**config.mk**
```make
export PLATFORM = sky130hd
export DESIGN_NAME = beam_direction_decoder
export DESIGN_NICKNAME = d
export VERILOG_FILES = /design/src/rtl/beam_dir_pkg.sv /design/src/rtl/beam_debounce.sv /design/src/rtl/beam_direction_decoder.sv
export SDC_FILE = /design/constraint.sdc
export NUM_CORES = 1
export LEC_CHECK = 0
export ABC_AREA = 1
export CORE_ASPECT_RATIO = 1.75
export CORE_MARGIN = 5
export CORE_UTILIZATION = 55
export DETAILED_ROUTE_END_ITERATION = 6
export GPL_TIMING_DRIVEN = 0
export HOLD_SLACK_MARGIN = 0.15
export PLACE_DENSITY = 0.72
export SLEW_MARGIN = 40
export SYNTH_ARGS = -nofsm -noshare
export SYNTH_HDL_FRONTEND = slang
export SYNTH_HIERARCHICAL = 1
export SYNTH_SLANG_ARGS = --single-unit
```
**constraint.sdc**
```tcl
create_clock -name clk -period 3.08 [get_ports clk]
set_clock_uncertainty 0.15 [all_clocks]
set_input_delay 0.616 -clock clk [delete_from_list [all_inputs] [get_ports clk]]
set_output_delay 0.616 -clock clk [all_outputs]
set_load 0.03 [all_outputs]
```
**src/rtl/beam_dir_pkg.sv**
```systemverilog
// Shared types for the doorway beam direction decoder.
// FSM state encoding and event bit indices.
package beam_dir_pkg;

  typedef enum logic [2:0] {
    ST_IDLE,
    ST_IN_A,
    ST_IN_AB,
    ST_IN_B,
    ST_OUT_B,
    ST_OUT_BA,
    ST_OUT_A,
    ST_FAULT
  } beam_state_t;

  localparam int EV_ENTRY = 0;
  localparam int EV_EXIT  = 1;

endpackage

```
**src/rtl/beam_debounce.sv**
```systemverilog
// Two-flop synchronizer followed by a stability-count debouncer.
// Level resets to 1 (beam clear) and moves after DEBOUNCE_CYCLES stable cycles.
module beam_debounce #(
  parameter int DEBOUNCE_CYCLES = 500000
) (
  input  logic clk,
  input  logic reset,
  input  logic raw,
  output logic level
);

  localparam int CW = $clog2(DEBOUNCE_CYCLES + 1);
  localparam logic [CW-1:0] LAST = CW'(DEBOUNCE_CYCLES - 1);

  logic          sync1_q;
  logic          sync2_q;
  logic          level_q;
  logic [CW-1:0] cnt_q;

  always_ff @(posedge clk) begin
    if (reset) begin
      sync1_q <= 1'b1;
      sync2_q <= 1'b1;
      level_q <= 1'b1;
      cnt_q   <= '0;
    end else begin
      sync1_q <= raw;
      sync2_q <= sync1_q;
      if (sync2_q == level_q) begin
        cnt_q <= '0;
      end else if (cnt_q == LAST) begin
        level_q <= sync2_q;
        cnt_q   <= '0;
      end else begin
        cnt_q <= cnt_q + 1'b1;
      end
    end
  end

  assign level = level_q;

endmodule

```
**src/rtl/beam_direction_decoder.sv**
```systemverilog
// Doorway entry/exit decoder with occupancy count and stretched events.
// Define BEAM_DIR_TIMEOUT_EN to build the per-state dwell timeout.
module beam_direction_decoder
  import beam_dir_pkg::*;
#(
  parameter int DEBOUNCE_CYCLES = 500000,
  parameter int TIMEOUT_CYCLES  = 50000000,
  parameter int PULSE_CYCLES    = 2500000,
  parameter int COUNT_W         = 8
) (
  input  logic               clk,
  input  logic               reset,
  input  logic               beam_a_n,
  input  logic               beam_b_n,
  input  logic               count_clr,
  output logic [1:0]         event_o,
  output logic [COUNT_W-1:0] occupancy,
  output logic               fault_o
);

  localparam int PW = $clog2(PULSE_CYCLES + 1);

  logic        deb_a;
  logic        deb_b;
  logic [1:0]  blk;
  beam_state_t state_q;
  beam_state_t nxt_path;
  beam_state_t nxt;
  logic        timeout_hit;
  logic [1:0]  stb;
  logic        fault_q;
  logic [COUNT_W-1:0] occ_q;
  logic [PW-1:0] str_q [2];

  beam_debounce #(.DEBOUNCE_CYCLES(DEBOUNCE_CYCLES)) u_deb_a (
    .clk   (clk),
    .reset (reset),
    .raw   (beam_a_n),
    .level (deb_a)
  );

  beam_debounce #(.DEBOUNCE_CYCLES(DEBOUNCE_CYCLES)) u_deb_b (
    .clk   (clk),
    .reset (reset),
    .raw   (beam_b_n),
    .level (deb_b)
  );

  // {A, B}, 1 = blocked
  assign blk = {~deb_a, ~deb_b};

  always_comb begin
    nxt_path = state_q;
    unique case (state_q)
      ST_IDLE: begin
        if (blk == 2'b10) nxt_path = ST_IN_A;
        if (blk == 2'b01) nxt_path = ST_OUT_B;
        if (blk == 2'b11) nxt_path = ST_FAULT;
      end
      ST_IN_A: begin
        if (blk == 2'b11) nxt_path = ST_IN_AB;
        if (blk == 2'b00) nxt_path = ST_IDLE;
        if (blk == 2'b01) nxt_path = ST_FAULT;
      end
      ST_IN_AB: begin
        if (blk == 2'b01) nxt_path = ST_IN_B;
        if (blk == 2'b10) nxt_path = ST_IN_A;
        if (blk == 2'b00) nxt_path = ST_IDLE;
      end
      ST_IN_B: begin
        if (blk == 2'b11) nxt_path = ST_IN_AB;
        if (blk == 2'b00) nxt_path = ST_IDLE;
        if (blk == 2'b10) nxt_path = ST_FAULT;
      end
      ST_OUT_B: begin
        if (blk == 2'b11) nxt_path = ST_OUT_BA;
        if (blk == 2'b00) nxt_path = ST_IDLE;
        if (blk == 2'b10) nxt_path = ST_FAULT;
      end
      ST_OUT_BA: begin
        if (blk == 2'b10) nxt_path = ST_OUT_A;
        if (blk == 2'b01) nxt_path = ST_OUT_B;
        if (blk == 2'b00) nxt_path = ST_IDLE;
      end
      ST_OUT_A: begin
        if (blk == 2'b11) nxt_path = ST_OUT_BA;
        if (blk == 2'b00) nxt_path = ST_IDLE;
        if (blk == 2'b01) nxt_path = ST_FAULT;
      end
      ST_FAULT: begin
        if (blk == 2'b00) nxt_path = ST_IDLE;
      end
      default: nxt_path = ST_IDLE;
    endcase
  end

  // A real transition wins over a timeout landing in the same cycle
  always_comb begin
    nxt = nxt_path;
    if (timeout_hit && nxt_path == state_q) nxt = ST_FAULT;
  end

  always_comb begin
    stb = '0;
    stb[EV_ENTRY] = (state_q == ST_IN_B)  && (blk == 2'b00);
    stb[EV_EXIT]  = (state_q == ST_OUT_A) && (blk == 2'b00);
  end

`ifdef BEAM_DIR_TIMEOUT_EN
  localparam int DW = $clog2(TIMEOUT_CYCLES + 1);
  logic [DW-1:0] dwell_q;

  assign timeout_hit = (dwell_q == DW'(TIMEOUT_CYCLES - 1));

  always_ff @(posedge clk) begin
    if (reset) begin
      dwell_q <= '0;
    end else if (nxt != state_q || state_q == ST_IDLE ||
                 state_q == ST_FAULT) begin
      dwell_q <= '0;
    end else begin
      dwell_q <= dwell_q + 1'b1;
    end
  end
`else
  localparam int unused_timeout = TIMEOUT_CYCLES;
  assign timeout_hit = 1'b0;
`endif

  always_ff @(posedge clk) begin
    if (reset) begin
      state_q <= ST_IDLE;
      fault_q <= 1'b0;
    end else begin
      state_q <= nxt;
      fault_q <= (state_q == ST_FAULT);
    end
  end

  always_ff @(posedge clk) begin
    if (reset) begin
      occ_q <= '0;
    end else if (count_clr) begin
      occ_q <= '0;
    end else if (stb[EV_ENTRY] && occ_q != '1) begin
      occ_q <= occ_q + 1'b1;
    end else if (stb[EV_EXIT] && occ_q != '0) begin
      occ_q <= occ_q - 1'b1;
    end
  end

  always_ff @(posedge clk) begin
    for (int i = 0; i < 2; i++) begin
      if (reset) begin
        str_q[i] <= '0;
      end else if (stb[i]) begin
        str_q[i] <= PW'(PULSE_CYCLES);
      end else if (str_q[i] != '0) begin
        str_q[i] <= str_q[i] - 1'b1;
      end
    end
  end

  assign event_o[EV_ENTRY] = (str_q[EV_ENTRY] != '0);
  assign event_o[EV_EXIT]  = (str_q[EV_EXIT] != '0);
  assign occupancy = occ_q;
  assign fault_o   = fault_q;

endmodule
```
# Yosys cells after proc, flatten, opt, wreduce, memory -nomap -nowiden
# Memory sizes are Yosys's and may differ from the RTL's.
# Index checks and enable logic that the tools add are counted.
# totals
in_bits	5
n_memories	1
output_inout_bits	11
ff_bits	56
word_cells	102
ramBits	44
# classes
n_reduce_logical	16
muxes	41
add_sub_neg	6
bitwise	8
n_eq_ne	19
# mem_list
name	words	word_bits	read_ports	rd_ports_with_merged_regs	write_ports	line	source
str_q	2	22	2	0	2	beam_direction_decoder.sv:33	logic [PW-1:0] str_q [2];
# op_table
operator	n
$mux W22	4
$mux W3	18
$reduce_bool A22 Y1	2
$sub A22 B1 Y22 const B	2
$add A19 B1 Y19 const B	2
$eq A19 B19 Y1 const B	2
$pmux W3 S8	1
$mux W1	16
$mux W8	2
$eq A3 B3 Y1 const B	4
$ne A4 B4 Y1 const B	3
$add A8 B1 Y8 const B	1
$ne A8 B8 Y1 const B	1
$reduce_bool A8 Y1	1
$sub A8 B1 Y8 const B	1
$eq A3 B2 Y1 const B	2
$reduce_or A3 Y1	2
$eq A2 B2 Y1 const B	2
$logic_and A1 B1 Y1	4
$not A1 Y1	4
$or A1 B1 Y1	4
$reduce_and A2 Y1	2
$reduce_and A4 Y1	1
$eq A3 B1 Y1 const B	1
other kinds (7)	8

# Depth between registers and ports, before layout
# Gate-level depths: netlist of the first run.
# depth
word_depth	8
mapped_depth	15
mapped_depth_nobuf	14

# Cells and area by module
# The synthesis of the first run kept the hierarchy.
# by_module_without_submodules
mod	area_each_um2	cells_each	instances	seq_area_each_um2
beam_direction_decoder	3982.6	511	1	1561.5
beam_debounce (u_deb_a)	1114.8	166	1	440.4
beam_debounce (u_deb_b)	1111.1	165	1	440.4

# Worst setup path after synthesis of the first run
# No wires, ideal clock.
# synth_path
path_kind	reg2reg
start	reg occ_q[0], in the netlist occupancy[0]
end	reg occ_q[7], in the netlist occupancy[7]
setup_time_ns	0.116
path_stages_with_launch	12
path_buffers	0
synth_period_minus_slack_ns	2.355
t_arrival_ns	2.089
path_slack_ns	0.725
path_cell_list	dfxtp_1 -> nand4_1 -> o21ai_2 -> ha_1 -> a21oi_1 -> nand2_1 -> nand2_1 -> nand2_1 -> nand2_1 -> nand3_1 -> nand2_1 -> nor2_1
# synth_via
elab_chain_len	3
elab_cells_between_ends	9
cone_classes	add/sub (2); eq/ne (1); mux (2); reduce/logical (4)
# synth_rtl
item	line	source
start: declaration	beam_direction_decoder.sv:32	logic [COUNT_W-1:0] occ_q;
start signal: assignment	beam_direction_decoder.sv:146	occ_q <= occ_q + 1'b1;
start signal: assignment	beam_direction_decoder.sv:148	occ_q <= occ_q - 1'b1;
$sub A8 B1 Y8, or another cell as far along	beam_direction_decoder.sv:148	
$mux W8, or another cell as far along	beam_direction_decoder.sv:147	end else if (stb[EV_EXIT] && occ_q != '0) begin
$mux W8 / $reduce_bool A2 Y1 (equally long branches)	-	
# Parallel ways exist; a longest one is shown, timed or not. The select of a mux whose other input is x is not followed.
# A chain may end at the register's enable or synchronous reset.

==> reports/qor.yml, run 1 <==
status:
  outcome: "complete, no violations"
cts:
  holdBufCountCts: 0
  tritoncts: "built"
  post_cts_buffers: 0
  clkSlewWorstSetupHoldPaths_ns: 0.07
  cts_root_buf: "clkbuf_16"
  cts_max_level: 3
  clock_latency_ns: 0.35
  cts_resized: 0
  clk_path_buf_depth: 2
  cts_buffers: 9
  clkSinkCount: 100
cells_and_area:
  instances_no_fill: 1005
  final_layout_size_suffix_gt1_frac: 0.1111
  nets: 891
  final_cell_area_um2: 6835
  synthToLayoutAreaGrowth_pct: 10.10
  mostFrequentLayoutCells: "nand2_1, nor2_1, inv_1"
  final_common_cell: "nand2_1"
  antenna_cells: 0
placement:
  hpwl_um: 9892
  post-place-ws_ns: -0.006145
  place_area_um2: 6529
  place_inst: 989
  port_buffers: 15
  gp_congestion: 0.9107
die:
  initial_utilization: 0.5592
  dieWidth_um: 90.32
  die-area_um2: 13600
  coreArea_um2: 11100
  rows: 51
  pin_count: 16
  die_y_um: 150.6
logic_synthesis:
  synth_nets: 865
  synth_area_um2: 6208
  seq_area_frac_synth: 0.3934
  synth.distinct_cells: 40
  ys_ff_latch: 100
  synth_warnings: 6
  syn_area_per_cell_um2: 7.373
  synth_cells: 842
setup_path:
  crit_slowest_cell: "clkdlybuf4s50_1"
  crit_type: "flop to output port"
  rr_worst_depth: 13
  crit_cells: 6
  r2r-start: "u_deb_a/level"
  critical_path.cell_chain: "inv_1, ha_1, nand3_1, nor3_4, nand3_4, clkdlybuf4s50_1"
  critPathArrivalTime_ns: 2.08
  cp-startpoint: "str_q[1][0]"
  cp_top_family: "buffers and inverters"
  end_kind: "output port"
  worst_ep_required_time_ns: 2.31
  critPathBufInv: 2
  start_kind: "flop"
  max_stage_delay_ns: 0.62
  path_max_fanout: 4
global_route:
  grt_pass1_vias: 5331
  grt_pass1_wl_um: 22700
  grt_antenna_before_repair: 0
  grt_max_degree: 23
  grt_usage: 0.1991
  grt_overflow_total: 0
sta:
  fin_crit_ns: 2.846
  setup_slack_ns: 0.2343
  hold_viol_final: 0
  relSlewSlack: 0.6462
  max_slew.worst_pin.slew_ns: 0.5289
  setup_violations: 0
  fmax_ghz: 0.3514
  holdWs_ns: 0.2665
  slew_viol_final: 0
  rsz0062_at_grt: "no"
  finalCritPeriodShare: 0.9239
run:
  maxCapViolations: 0
detailed_routing:
  first_iter_violations: 161
  ant_nets: 0
  drt_pass1_iterations: 5
  drt-vias-per-instance: 5.329
  post_drt_wl_per_cell_um: 12.95
  routed_wl_um: 13020
  post-route-drc-count: 0
  vias: 5356
power_and_ir_drop:
  power_density_nw_per_um2: 628.8
  peakVddDrop_mv: 0.3752
  power_w: 0.004298
  leakage_nw: 2.762
worst_hold_path:
  worstHoldPathType: "flop to flop"
  whs_path_depth: 1
  hp-start: "u_deb_a/sync1_q"
## final cells by class
cell class	instances	area (µm²)
buffer	10	95.09
clock buffer	9	225.2
clock inverter	7	81.33
fill	1016	4268
inverter	100	382.9
multi-input combinational	632	3293
sequential	100	2442
tap	132	165.2
timing repair buffer	15	150.1
## worst paths after layout
path | end | slack (ns)
setup / recovery | event_o[1] | 0.23
hold / removal | u_deb_a/sync2_q | 0.27
setup reg to reg | occupancy[7] | 0.56
hold reg to reg | u_deb_a/sync2_q | 0.27
## worst reg2reg max path, stage by stage, from the launching register on
cell,delay (ns)
dfxtp_1,0.47
ha_1,0.26
inv_2,0.12
nor2_4,0.16
o21ai_2,0.18
ha_1,0.39
a21oi_1,0.16
nand2_1,0.12
nand2_1,0.10
nand2_1,0.05
nand2_1,0.08
nand3_1,0.08
nand2_1,0.06
nor2_1,0.04
## synthesized netlist by cell type, drive strengths merged
cell type	n	area share
nor2	204	0.14
nand2	194	0.12
inv	98	0.060
nand3	63	0.059
dfxtp	56	0.18
edfxtp	44	0.21
o21ai	31	0.027
xor2	27	0.038
a21oi	25	0.020
xnor2	21	0.030
ha	17	0.034
nand4	17	0.017
nor3	15	0.016
buf	10	0.015
or2	8	0.0081
a31oi	2	0.0020
clkinv	2	0.0016
nand3b	2	0.0024
nor3b	2	0.0024
nor4	2	0.0020
fa	1	0.0032
nand2b	1	0.0010
## flip-flops by register name, indices dropped and copies added, names as in the netlist
signal	count
state_q	3
u_deb_b/cnt_q	19
u_deb_a/level	1
occupancy	8
u_deb_a/sync1_q	1
u_deb_b/sync1_q	1
u_deb_b/sync2_q	1
str_q	44
u_deb_b/level	1
fault_o	1
u_deb_a/sync2_q	1
u_deb_a/cnt_q	19
## cell families after synthesis
family / count (synthesis) / synth area share
buffers and inverters: 110 / 0.07698
adder cells (fa/ha/maj): 18 / 0.03748
flip-flops: 100 / 0.3934
AND/OR/NAND/NOR: 508 / 0.3749
AO/OA/AOI/OAI: 58 / 0.04958
XOR/XNOR: 48 / 0.06772
## metal layers
metal,global-route usage,vias to the layer above,routed length [µm]
met2,0.3768,126,6869
met1,0.2109,2439,5227
li1,-,2746,-
met4,0.1110,0,543
met3,0.02350,45,376
met5,0,-,0
## power by group
| part | internal [W] | switching [W] |
|---|---|---|
| Combinational | 0.000478 | 0.000901 |
| Sequential | 0.00160 | 0.000162 |
| Clock | 0.000643 | 0.000514 |
## per-stage QoR
| stage | TNS (ns) | utilization |
|---|---|---|
| after floorplan | 0 | - |
| after global routing | 0 | 0.6156 |
| after CTS | 0 | 0.6156 |
| after detailed placement | -0.1149 | 0.5880 |
| after global placement | -5.587 | 0.5876 |
| final | 0 | 0.6156 |
Power figures use the tool's default switching activity.
==> run 2, diff against run 1 <==
--- a/config.mk
+++ b/config.mk
@@ -11,7 +11,6 @@
 export CORE_UTILIZATION = 55
 export DETAILED_ROUTE_END_ITERATION = 6
 export GPL_TIMING_DRIVEN = 0
-export HOLD_SLACK_MARGIN = 0.15
 export PLACE_DENSITY = 0.72
 export SLEW_MARGIN = 40
 export SYNTH_ARGS = -nofsm -noshare
==> results of run 2 <==
The final DEF is identical to that of run 1; final timing and power are the same.
==> run 3, diff against run 2 <==
--- a/config.mk
+++ b/config.mk
@@ -8,10 +8,9 @@
 export ABC_AREA = 1
 export CORE_ASPECT_RATIO = 1.75
 export CORE_MARGIN = 5
-export CORE_UTILIZATION = 55
+export CORE_UTILIZATION = 40
 export DETAILED_ROUTE_END_ITERATION = 6
 export GPL_TIMING_DRIVEN = 0
-export PLACE_DENSITY = 0.72
 export SLEW_MARGIN = 40
 export SYNTH_ARGS = -nofsm -noshare
 export SYNTH_HDL_FRONTEND = slang
==> run 3 against run 2 <==
- setup slack worse by 0.032 ns
- combinational power hardly changed
- count of clock-buffer cells in the layout is 2 higher
- register-to-register slack worse by 0.02 ns
- global-route usage is 4.9 points lower
- critical path type unchanged
==> reports/qor.yml, run 3 (same netlist as run 1, synthesis figures left out) <==
cts:
  clk_path_buf_depth: 2  # unchanged
  holdBufCountCts: 0  # unchanged
  cts_root_buf: "clkbuf_16"
  post_cts_buffers: 0  # unchanged
  clkSinkCount: 100  # unchanged
  cts_max_level: 3  # unchanged
  clock_latency_ns: 0.34  # about the same
  cts_resized: 0  # unchanged
  cts_buffers: 9  # unchanged
  tritoncts: "built"
  clkSlewWorstSetupHoldPaths_ns: 0.07  # about the same
global_route:
  grt_antenna_before_repair: 0  # unchanged
  grtUsageMet2: 0.2899  # -0.08690
  grt_overflow_total: 0  # unchanged
  grt.met3_usage: 0.02033  # -0.003167
  use_met1: 0.1552  # -0.05574
  grt_pass1_vias: 5197  # -2.5%
  grt_pass1_wl_um: 22780  # +0.33%
  grt_max_degree: 23  # unchanged
  grt_usage: 0.1498  # -0.04927
  busiest_layer: "met2"
cells_and_area:
  largest_register: "str_q"
  top_regs: "str_q (44), u_deb_a/cnt_q (19), u_deb_b/cnt_q (19)"
  final_common_cell: "nand2_1"
  largest_reg_flops: 44  # unchanged
  final-seq-area_um2: 2442  # unchanged
  final.fill_count: 1620  # +59%
  multiInputGateArea_um2: 3293  # unchanged
  synthToLayoutAreaGrowth_pct: 11.25
  antenna_cells: 0  # unchanged
  final_layout_size_suffix_gt1_frac: 0.1077  # -0.003436
  mostFrequentLayoutCells: "nand2_1, nor2_1, inv_1"
  nets: 891  # unchanged
detailed_routing:
  vias: 5193  # -3.0%
  drt-vias-per-instance: 4.904  # -8.0%
  ant_nets: 0  # unchanged
  drt_pass1_iterations: 4  # -1
  first_iter_violations: 179  # +11%
  routed_wl_um: 13320  # +2.3%
  post_drt_wl_per_cell_um: 12.58  # -2.9%
  post-route-drc-count: 0  # unchanged
worst_hold_path:
  worstHoldPathType: "flop to flop"
die:
  coreArea_um2: 15310  # +38%
  rows: 60  # +18%
  die-area_um2: 18210  # +34%
  dieWidth_um: 104.2  # +15%
  die_y_um: 174.8  # +16%
  pin_count: 16  # unchanged
  initial_utilization: 0.4054  # -0.1538
setup_path:
  path_max_fanout: 4  # unchanged
  critical_path.cell_chain: "inv_1, ha_1, nand3_1, nor3_4, nand3_4, clkdlybuf4s50_1"
  rrSetupSlack_ns: 0.54  # -0.02 ns
  start_kind: "flop"
  worst_ep_required_time_ns: 2.31  # about the same
  crit_slowest_cell: "clkdlybuf4s50_1"
  critPathArrivalTime_ns: 2.11  # +0.03 ns
  crit_type: "flop to output port"
  max_stage_delay_ns: 0.62  # about the same
  end_kind: "output port"
power_and_ir_drop:
  leakage_nw: 2.761  # about the same
  peakVddDrop_mv: 0.2502  # -33%
  power_density_nw_per_um2: 628.7  # about the same
run:
  maxCapViolations: 0  # unchanged
sta:
  rsz0062_at_grt: "no"
  finalCritPeriodShare: 0.9343  # +0.01031
  fin_crit_ns: 2.877  # +0.03175 ns
  slew_viol_final: 0  # unchanged
  hold_viol_final: 0  # unchanged
  setup_violations: 0  # unchanged
  max_slew.worst_pin.slew_ns: 0.5484  # +0.01950 ns
  fmax_ghz: 0.3475  # -1.1%
  setup_tns_ns: 0  # unchanged
  relSlewSlack: 0.6331  # -0.01310
  holdWs_ns: 0.2587  # -0.007843 ns
placement:
  hpwl_um: 10230  # +3.4%
  port_buffers: 15  # unchanged
  gp_congestion: 0.9117  # +0.11%
status:
  outcome: "complete, no violations"
==> run 3: changes by cell type in the layout (fill, tap and decap cells not counted) <==
| cell | delta |
|---|---|
| clkbuf_1 | +2 |
| inv_8 | -1 |
| clkinv_1 | +1 |
| bufinv_16 | +1 |
| inv_6 | -2 |
| clkinv_4 | -1 |
==> run 3: routing by layer <==
| layer | vias to the layer above | share of wire |
|---|---|---|
| met3 | 33 | 0.021 |
| met5 | - | 0 |
| li1 | 2728 | - |
| met2 | 75 | 0.54 |
| met1 | 2357 | 0.40 |
| met4 | 0 | 0.035 |
==> run 3: report_power, final <==
part | leakage, nW | switching, W | internal (W) | total [W]
Sequential | 0.952 | 0.000161 | 0.00160 | 0.00176
Clock | 0.151 | 0.000484 | 0.000711 | 0.00119
Combinational | 1.66 | 0.000909 | 0.000478 | 0.00139
==> run 3: stage by stage <==
step	area, µm²	instances	setup slack, ns	total power (W)	util
CTS	6907	1059	0.1639	0.004391	0.4510
global route	6907	1059	0.07971	0.004641	0.4510
detailed placement	6596	1043	-0.1276	0.003177	0.4307
global placement	6591	1043	-0.4259	0.003171	0.4304
floorplan	6208	842	0.7253	0.002866	-
finish	6907	1059	0.2025	0.004342	0.4510
==> run 3: worst paths after layout <==
check	startpoint	endpoint	cells after the start
worst max register to register	u_deb_a/level	occupancy[7]	12
worst min-delay path	u_deb_b/sync1_q	u_deb_b/sync2_q	1
worst min register to register	u_deb_b/sync1_q	u_deb_b/sync2_q	1
worst max-delay path	str_q[1][0]	event_o[1]	6
==> run 3: layout make-up <==
| type | instances | area share |
|---|---|---|
| Tap cell | 186 | 0.03370 |
| Clock inverter | 5 | 0.01123 |
| Timing Repair Buffer | 15 | 0.02174 |
| Buffer | 10 | 0.01377 |
| Inverter | 100 | 0.05543 |
| Sequential cell | 100 | 0.3536 |
| Clock buffer | 11 | 0.03370 |
| Multi-Input combinational cell | 632 | 0.4768 |
==> run 3: critical path: cells and delay by family (launching register included) <==
kind                       cells  cell delay [ns]
buffers and inverters          2             0.73
DFF                            1             0.39
adders and majority gates      1             0.16
and+or+nand+nor                3             0.48
